### config.mk
export PLATFORM = sky130hd
export DESIGN_NAME = evm_multi_counter
export DESIGN_NICKNAME = d
export VERILOG_FILES = /design/src/rtl/evm_multi_counter.sv
export SDC_FILE = /design/constraint.sdc
export NUM_CORES = 1
export LEC_CHECK = 0
export ABC_AREA = 1
export CAP_MARGIN = 20
export CORE_MARGIN = 2
export CORE_UTILIZATION = 54
export CTS_CLUSTER_SIZE = 28
export DETAILED_ROUTE_END_ITERATION = 12
export GPL_ROUTABILITY_DRIVEN = 0
export PLACE_DENSITY_LB_ADDON = 0.25
export SLEW_MARGIN = 10
export SYNTH_ARGS = -nofsm -noshare
export SYNTH_HDL_FRONTEND = slang
export SYNTH_SLANG_ARGS = --single-unit
### constraint.sdc
create_clock -name clk -period 1.9 [get_ports clk]
set_input_delay 0.57 -clock clk [delete_from_list [all_inputs] [get_ports clk]]
set_output_delay 0.57 -clock clk [all_outputs]
set_load 0.02 [all_outputs]
### src/rtl/evm_multi_counter.sv
// ---------------------------------------------------------------------------
// evm_multi_counter
//
// Electronic-voting-machine core for NCAND candidates. Each ballot is armed
// by an admin press and accepts exactly one vote. Counts are packed BCD,
// NDIG digits per candidate, and saturate at all-9s with a sticky ovf flag.
// Multi-press and unauthorised presses are rejected via the invalid output.
//
// Ports:
//   clk        in   system clock, rising edge
//   reset      in   asynchronous active-low reset
//   admin      in   ballot-authorise button (level, synchronous)
//   vote       in   NCAND candidate buttons (level, bit i = candidate i)
//   clear      in   synchronous clear of counts/ovf, honoured in IDLE only
//   ready_led  out  ballot armed
//   cast_led   out  one-hot acknowledge of accepted vote, held HOLD cycles
//   invalid    out  rejected press indication, held HOLD cycles
//   counts     out  packed BCD counts, candidate i at [(i+1)*NDIG*4-1 : i*NDIG*4]
//   ovf        out  sticky saturation flag per candidate
//
// State  | meaning
// -------+-----------------------------------------------------------------
// IDLE   | waiting for an admin press; clear honoured here
// ARMED  | ballot authorised, waiting for exactly one vote press
// CAST   | vote accepted, cast_led held for HOLD cycles, then IDLE
// INV    | press rejected, invalid held for HOLD cycles, then return state
// ---------------------------------------------------------------------------
module evm_multi_counter #(
  parameter int NCAND = 4,
  parameter int NDIG  = 3,
  parameter int HOLD  = 4
) (
  input  logic                    clk,
  input  logic                    reset,
  input  logic                    admin,
  input  logic [NCAND-1:0]        vote,
  input  logic                    clear,
  output logic                    ready_led,
  output logic [NCAND-1:0]        cast_led,
  output logic                    invalid,
  output logic [NCAND*NDIG*4-1:0] counts,
  output logic [NCAND-1:0]        ovf
);

  localparam int CW = $clog2(HOLD + 1);
  localparam logic [CW-1:0] HOLD_LOAD = CW'(HOLD - 1);

  typedef enum logic [1:0] {
    S_IDLE  = 2'd0,
    S_ARMED = 2'd1,
    S_CAST  = 2'd2,
    S_INV   = 2'd3
  } state_t;

  state_t state_q, state_d;

  // Return target for INV: 0 = IDLE, 1 = ARMED.
  logic ret_q, ret_d;

  logic [CW-1:0] hold_q, hold_d;

  logic             admin_q;
  logic [NCAND-1:0] vote_q;
  logic             admin_press;
  logic [NCAND-1:0] vote_press;
  logic             any_vote;
  logic             one_vote;

  logic [NCAND-1:0][NDIG-1:0][3:0] counts_q, counts_d;
  logic [NCAND-1:0]                ovf_q, ovf_d;
  logic [NCAND-1:0]                all_nine;

  logic             ready_q, ready_d;
  logic [NCAND-1:0] cast_q, cast_d;
  logic             inv_q, inv_d;

  // -------------------------------------------------------------------------
  // Press detection: rising edge of the live input against last cycle's sample
  // -------------------------------------------------------------------------
  always_ff @(posedge clk or negedge reset) begin
    if (!reset) begin
      admin_q <= 1'b0;
      vote_q  <= '0;
    end else begin
      admin_q <= admin;
      vote_q  <= vote;
    end
  end

  assign admin_press = admin & ~admin_q;
  assign vote_press  = vote & ~vote_q;
  assign any_vote    = |vote_press;
  // Clearing the lowest set bit leaves zero only for a single press.
  assign one_vote    = any_vote &&
                       ((vote_press & (vote_press - NCAND'(1))) == '0);

  // -------------------------------------------------------------------------
  // FSM: state register (also holds the registered outputs)
  // -------------------------------------------------------------------------
  always_ff @(posedge clk or negedge reset) begin
    if (!reset) begin
      state_q <= S_IDLE;
      ret_q   <= 1'b0;
      hold_q  <= '0;
      ready_q <= 1'b0;
      cast_q  <= '0;
      inv_q   <= 1'b0;
    end else begin
      state_q <= state_d;
      ret_q   <= ret_d;
      hold_q  <= hold_d;
      ready_q <= ready_d;
      cast_q  <= cast_d;
      inv_q   <= inv_d;
    end
  end

  // -------------------------------------------------------------------------
  // FSM: next state
  // -------------------------------------------------------------------------
  always_comb begin
    state_d = state_q;
    ret_d   = ret_q;
    case (state_q)
      S_IDLE: begin
        // An unauthorised vote wins over a coincident admin press: the
        // vote was made before the ballot was armed.
        if (any_vote) begin
          state_d = S_INV;
          ret_d   = 1'b0;
        end else if (admin_press) begin
          state_d = S_ARMED;
        end
      end
      S_ARMED: begin
        if (one_vote) begin
          state_d = S_CAST;
        end else if (any_vote) begin
          state_d = S_INV;
          ret_d   = 1'b1;
        end
      end
      S_CAST: begin
        if (hold_q == '0) state_d = S_IDLE;
      end
      S_INV: begin
        if (hold_q == '0) state_d = ret_q ? S_ARMED : S_IDLE;
      end
      default: state_d = S_IDLE;
    endcase
  end

  // Hold timer: down-counter reloaded on every state change; the exit edge
  // is the one that sees terminal count, giving exactly HOLD cycles.
  always_comb begin
    hold_d = hold_q;
    if (state_d != state_q) begin
      hold_d = HOLD_LOAD;
    end else if (hold_q != '0) begin
      hold_d = hold_q - CW'(1);
    end
  end

  // -------------------------------------------------------------------------
  // FSM: outputs (computed from the next state, then registered)
  // -------------------------------------------------------------------------
  always_comb begin
    ready_d = (state_d == S_ARMED);
    inv_d   = (state_d == S_INV);
    cast_d  = '0;
    if (state_d == S_CAST) begin
      cast_d = (state_q == S_CAST) ? cast_q : vote_press;
    end
  end

  // -------------------------------------------------------------------------
  // BCD counters
  // -------------------------------------------------------------------------
  always_comb begin
    all_nine = '1;
    for (int c = 0; c < NCAND; c++) begin
      for (int d = 0; d < NDIG; d++) begin
        if (counts_q[c][d] != 4'd9) all_nine[c] = 1'b0;
      end
    end
  end

  always_comb begin
    logic carry;
    carry    = 1'b0;
    counts_d = counts_q;
    ovf_d    = ovf_q;
    if (state_q == S_IDLE && clear) begin
      counts_d = '0;
      ovf_d    = '0;
    end else if (state_q == S_ARMED && one_vote) begin
      for (int c = 0; c < NCAND; c++) begin
        if (vote_press[c]) begin
          if (all_nine[c]) begin
            ovf_d[c] = 1'b1;
          end else begin
            carry = 1'b1;
            for (int d = 0; d < NDIG; d++) begin
              if (carry) begin
                if (counts_q[c][d] == 4'd9) begin
                  counts_d[c][d] = 4'd0;
                end else begin
                  counts_d[c][d] = counts_q[c][d] + 4'd1;
                  carry          = 1'b0;
                end
              end
            end
          end
        end
      end
    end
  end

  always_ff @(posedge clk or negedge reset) begin
    if (!reset) begin
      counts_q <= '0;
      ovf_q    <= '0;
    end else begin
      counts_q <= counts_d;
      ovf_q    <= ovf_d;
    end
  end

  assign ready_led = ready_q;
  assign cast_led  = cast_q;
  assign invalid   = inv_q;
  assign counts    = counts_q;
  assign ovf       = ovf_q;

endmodule

==> results of run 1 <==
==> synthesized netlist by cell type <==
cell type / count / area share
nand2_1: 132 / 0.12
dfrtp_1: 69 / 0.42
nor2_1: 52 / 0.047
inv_1: 43 / 0.039
nand3_1: 37 / 0.045
ha_1: 26 / 0.079
nand4_1: 24 / 0.036
nor3_1: 17 / 0.021
xor2_1: 15 / 0.032
o21ai_1: 10 / 0.012
nand2_2: 8 / 0.012
o21ai_0: 8 / 0.0097
o21ai_2: 8 / 0.017
inv_2: 7 / 0.0064
xnor2_1: 7 / 0.015
a21oi_1: 5 / 0.0061
nor2_2: 4 / 0.0061
buf_6: 3 / 0.0082
nand2_4: 3 / 0.0082
nand4_4: 3 / 0.015
or2_2: 3 / 0.0046
buf_8: 2 / 0.0073
nand3_4: 2 / 0.0085
a21oi_2: 1 / 0.0021
a31o_2: 1 / 0.0021
and3_1: 1 / 0.0015
buf_2: 1 / 0.0012
buf_4: 1 / 0.0018
clkbuf_1: 1 / 0.00091
nand3_2: 1 / 0.0024
nor2_8: 1 / 0.0049
nor4_1: 1 / 0.0015
o21ai_4: 1 / 0.0040
o22ai_1: 1 / 0.0015
==> logic make-up (layout without fill, tap and decap cells) <==
logic type      Yosys count  in the layout
simple gates            289            290
buf+inv                  58            177
compound gates           35             35
xor+xnor                 22             22
flops                    69             69
fa+ha+maj                26             26
==> path summary, 6_finish.rpt <==
path / startpoint / end / slack, ps / cells after the start
min in group clk: vote[1] / vote_q[1]$_DFF_PN0_ / 390 / 1
hold / removal: reset / counts[47]$_DFFE_PN0P_ / 220 / 2
max in group asynchronous: reset / ovf[1]$_DFFE_PN0P_ / 1350 / 2
setup / recovery: ovf[0]$_DFFE_PN0P_ / ovf[0] / 20 / 1
hold reg to reg: cast_led[2]$_DFFE_PN0P_ / cast_led[2]$_DFFE_PN0P_ / 480 / 2
setup reg to reg: counts[29]$_DFFE_PN0P_ / counts[29]$_DFFE_PN0P_ / 170 / 10
==> sequential cells by signal, summed over array words and instances (netlist names) <==
signal     cells
admin_q        1
cast_led       4
counts        48
hold_q         3
invalid        1
ovf            4
ready_led      1
ret_q          1
state_q        2
vote_q         4
==> cell type report <==
cell class / instances / share of cell area
repair buffers: 111 / 0.180
well taps: 99 / 0.0228
clock inverters: 7 / 0.0182
flip-flops and latches: 69 / 0.318
inverters: 50 / 0.0346
multi-input cells: 373 / 0.404
clock buffers: 9 / 0.0228
==> power by group through the flow <==
stage                     Sequential (mW)  Combinational [mW]  Clock, mW
after detailed placement             2.17                2.44          0
after floorplan                      2.41                1.20          0
after global placement               2.15                2.36          0
after CTS                            2.14                2.31       1.37
final                                2.14                2.41       1.35
after global routing                 2.19                2.69       1.44
==> repair_timing <==
action / 4_1_cts / 5_1_grt
endpoints found under the hold margin: 0 / 0
buffers inserted: 0 / 5
endpoints found under the setup margin: 50 / 45
cloned: 0 / 1
resized for setup: 50 / 21
pin swaps: 0 / 1
==> metal layers <==
metal,up-vias,part of all wire,global-route usage
met5,-,0,0
met2,91,0.49,0.406
met1,1803,0.46,0.312
li1,1863,-,-
met4,0,0.011,0.101
met3,11,0.037,0.0390
==> stage by stage <==
step	hold slack [ps]	TNS [ps]
global route	254	-5.28
finish	216	0
CTS	252	0
floorplan	274	0
detailed placement	472	-12760
global placement	467	-9860
==> results.ini, run 1 <==
[power]
p_comb_frac = 0.408
power.total_mw = 5.90
power_density_nw_per_um2 = 1090
seqPwrFrac = 0.363
power.ir.vdd_worst_v = 0.000754
power.internal_mw = 3.49
p_clk_frac = 0.229
p_sw_mw = 2.41
switching_share = 0.408
p_leak_nw = 3.13

[floorplanning]
ios = 66
die_height_um = 91.3
start_util = 0.562
fp.dieArea_um2 = 8340
core_area_um2 = 7330
dieWidth_um = 91.3
row_count = 31

[final_layout]
final_common_cell = nand2_1
drive_gt1_frac = 0.184
final_cell_mix = 132 x nand2_1, 69 x dfrtp_1, 50 x dlygate4sd2_1
nets = 648
regArea_um2 = 1730
design_area_um2 = 5420
fillers = 557
layout.cells.non_filler = 718
n_antenna_cell = 0
post-route-util = 0.740
area_delta_synth_final_pct = 31.7
multi_input_area_um2 = 2190

[cts]
hold_buffers = 0
clock_sinks = 69
cts_max_path_buffers = 2
clk_pin_slew_ps = 80
htreeDepth = 3
cts_made_buffers = 9
cts_root_buf = clkbuf_8
cts_tree = yes
clk_latency_ps = 350

[routing]
post_drt_wl_per_cell_um = 13.6
initialDrtViolationCount = 201
vias_per_cell = 5.25
drt_first_pass_iters = 7
drc = 0
vias = 3768
antenna_left = 0
routed_wl_mm = 9.79

[worst_setup_path]
crit_path_end_kind = output pin
critPathSlowestCell = clkdlybuf4s50_1
cp.required_ps = 1330
cp_cell_sequence = clkdlybuf4s50_1
critical_path_buf_inv_count = 1
arrival_ps = 1310
worstSetupPathType = reg2out
cp_max_fo = 2
cp-start-kind = flip-flop
path_delay_family = buffers and inverters
cpPeakStageDelay_ps = 610

[placement]
pre_cts_ws_ps = -321
placed_area_um2 = 5140
dp_hpwl_mm = 6.90
port_buffers = 65
placed_cells = 696

[timing]
final.min_clock_period_ps = 1880
worst_slack_ps = 20.8
drv_slew = 0
clock.fmax_mhz = 532
maxSlewHeadroom = 0.745
hold_violations = 0
setup_viol = 0
clock_skew_ps = 6.61
post-route-period-util = 0.989
worst_pin_slew_ps = 379

[global_route]
grt_usage = 0.242
grt_pass1_wl_mm = 16.4
grt_pass1_vias = 3646
grt_overflow_total = 0
antenna_found_initial = 0
grt_max_degree = 70

[logic_synthesis]
synth.mux.area_fraction = 0
synth_top_family_by_area = simple AND/OR/NAND/NOR gates
syn_nets = 533
syn_area_um2 = 4120
ys_types = 34
synth_compound_area_frac = 0.0547
yosys.area_share.xor_xnor = 0.0468
ys_ff_latch = 69
syn_avg_cell_area_um2 = 8.25
synth_adder_area_share = 0.0790
synth_simple_gate_area_frac = 0.335
syn_inst = 499
yosysSeqAreaShare = 0.419
yosysWarnings = 0

[worst_hold_path]
worstHoldPathType = in2async

[flow_run]
maxCapViolations = 0

[status]
status = completed

Power figures use the tool's default switching activity.
==> run 2: changes to the inputs <==
--- a/config.mk
+++ b/config.mk
@@ -12,7 +12,7 @@
 export CTS_CLUSTER_SIZE = 28
 export DETAILED_ROUTE_END_ITERATION = 12
 export GPL_ROUTABILITY_DRIVEN = 0
-export PLACE_DENSITY_LB_ADDON = 0.25
+export PLACE_DENSITY = 0.77
 export SLEW_MARGIN = 10
 export SYNTH_ARGS = -nofsm -noshare
 export SYNTH_HDL_FRONTEND = slang
==> results.ini, run 2 (same netlist as run 1, synthesis figures left out) <==
[power]
power.ir.vdd_worst_v = 0.000713
power_density_nw_per_um2 = 1060
switching_share = 0.412
p_leak_nw = 3.04
power.internal_mw = 3.35
p_comb_frac = 0.410
p_clk_frac = 0.208
p_sw_mw = 2.34
seqPwrFrac = 0.382

[final_layout]
area_delta_synth_final_pct = 30.2
n_antenna_cell = 0
final_common_cell = nand2_1
final_cell_mix = 130 x nand2_1, 69 x dfrtp_1, 53 x dlygate4sd2_1
largest_reg_flops = 48
design_area_um2 = 5360
nets = 642
drive_gt1_frac = 0.183

[worst_setup_path]
worstSetupPathType = reg2out
cp.required_ps = 1330
path_delay_family = buffers and inverters
arrival_ps = 1290
critPathSlowestCell = clkdlybuf4s50_1
r2r_slack_ps = 170
cp-start-kind = flip-flop
crit_path_end_kind = output pin
cpPeakStageDelay_ps = 600
cp_cell_sequence = clkdlybuf4s50_1
cp_max_fo = 1
critical_path_buf_inv_count = 1

[routing]
vias_per_cell = 5.32
initialDrtViolationCount = 210
antenna_left = 0
vias = 3785
drt_first_pass_iters = 4
post_drt_wl_per_cell_um = 13.3
drc = 0
routed_wl_mm = 9.49

[timing]
clock.fmax_mhz = 537
maxSlewHeadroom = 0.746
clock_skew_ps = 9.09
setup_tns_ps = 0
final.min_clock_period_ps = 1860
post-route-period-util = 0.981
worst_pin_slew_ps = 379
drv_slew = 0
hold_violations = 0
worst_slack_ps = 36.9
setup_viol = 0

[placement]
dp_hpwl_mm = 6.79
port_buffers = 65
placed_area_um2 = 5140
pre_cts_ws_ps = -326

[global_route]
grt_pass1_wl_mm = 16.1
grt_usage = 0.239
grt_max_degree = 70
antenna_found_initial = 0
grt_overflow_total = 0
grt_pass1_vias = 3642

[cts]
clk_pin_slew_ps = 70
htreeDepth = 3
hold_buffers = 0
cts_made_buffers = 9
cts_root_buf = clkbuf_8
clock_sinks = 69
clk_latency_ps = 350
cts_max_path_buffers = 2
cts_tree = yes

[flow_run]
maxCapViolations = 0

[floorplanning]
dieWidth_um = 91.3
fp.dieArea_um2 = 8340
row_count = 31
start_util = 0.562
die_height_um = 91.3
core_area_um2 = 7330
ios = 66

[worst_hold_path]
worstHoldPathType = in2async

[status]
status = completed

## run 2: cell count changes in the layout (fill, tap and decap cells not counted), moves of 3 or more
cell and change:
buf_4 -8, dlygate4sd2_1 +3, dlymetal6s2s_1 -4, nand2_2 +3, nand3_1 -3, nand3_2 +3
## run 2: routing by layer
| layer | GRT usage | part of all wire | vias to the layer above |
|---|---|---|---|
| met5 | 0 | 0 | - |
| met4 | 0.106 | 0.021 | 0 |
| met3 | 0.0332 | 0.043 | 17 |
| met2 | 0.399 | 0.50 | 100 |
| met1 | 0.310 | 0.44 | 1821 |
| li1 | - | - | 1847 |
## run 2: path summary, 6_finish.rpt
check                           cells after the start                      end               startpoint
worst min register to register                      2  cast_led[3]$_DFFE_PN0P_  cast_led[3]$_DFFE_PN0P_
min in group clk                                    1      vote_q[0]$_DFF_PN0_                  vote[0]
max in group asynchronous                           2   counts[29]$_DFFE_PN0P_                    reset
worst max register to register                     10    counts[1]$_DFFE_PN0P_    counts[4]$_DFFE_PN0P_
worst min-delay path                                2        invalid$_DFF_PN0_                    reset
worst max-delay path                                1                ready_led      ready_led$_DFF_PN0_
## run 2: final cells by class
type                            instances  area (um2)
Clock buffer                           12         145
Sequential cell                        69        1730
Multi-Input combinational cell        374        2210
Tap cell                               99         124
Clock inverter                          4        47.5
Timing Repair Buffer                  104         920
Inverter                               50         188
Fill cell                             575        1970
## run 2: what timing repair did
| action | CTS | global route |
|---|---|---|
| endpoints found under the setup margin | 55 | 38 |
| cloned | 0 | 2 |
| gates resized for setup | 54 | 20 |
| pin swaps | 0 | 2 |
| setup buffers | 0 | 0 |
## run 2: metrics by stage
stage	std cells	power, mW	utilization	hold slack (ps)
6_report	712	5.69	0.731	236
5_1_grt	712	6.12	0.731	264
4_1_cts	710	5.66	0.719	246
3_5_place_dp	694	4.61	0.701	490
3_3_place_gp	694	4.50	0.701	483
2_1_floorplan	499	3.61	-	274
## run 2: power by group through the flow
| stage | logic [mW] | registers, mW | clock network (mW) |
|---|---|---|---|
| detailed placement | 2.41 | 2.20 | 0 |
| finish | 2.33 | 2.17 | 1.19 |
| global route | 2.61 | 2.23 | 1.28 |
| CTS | 2.29 | 2.17 | 1.21 |
| global placement | 2.32 | 2.18 | 0 |
| floorplan | 1.20 | 2.41 | 0 |
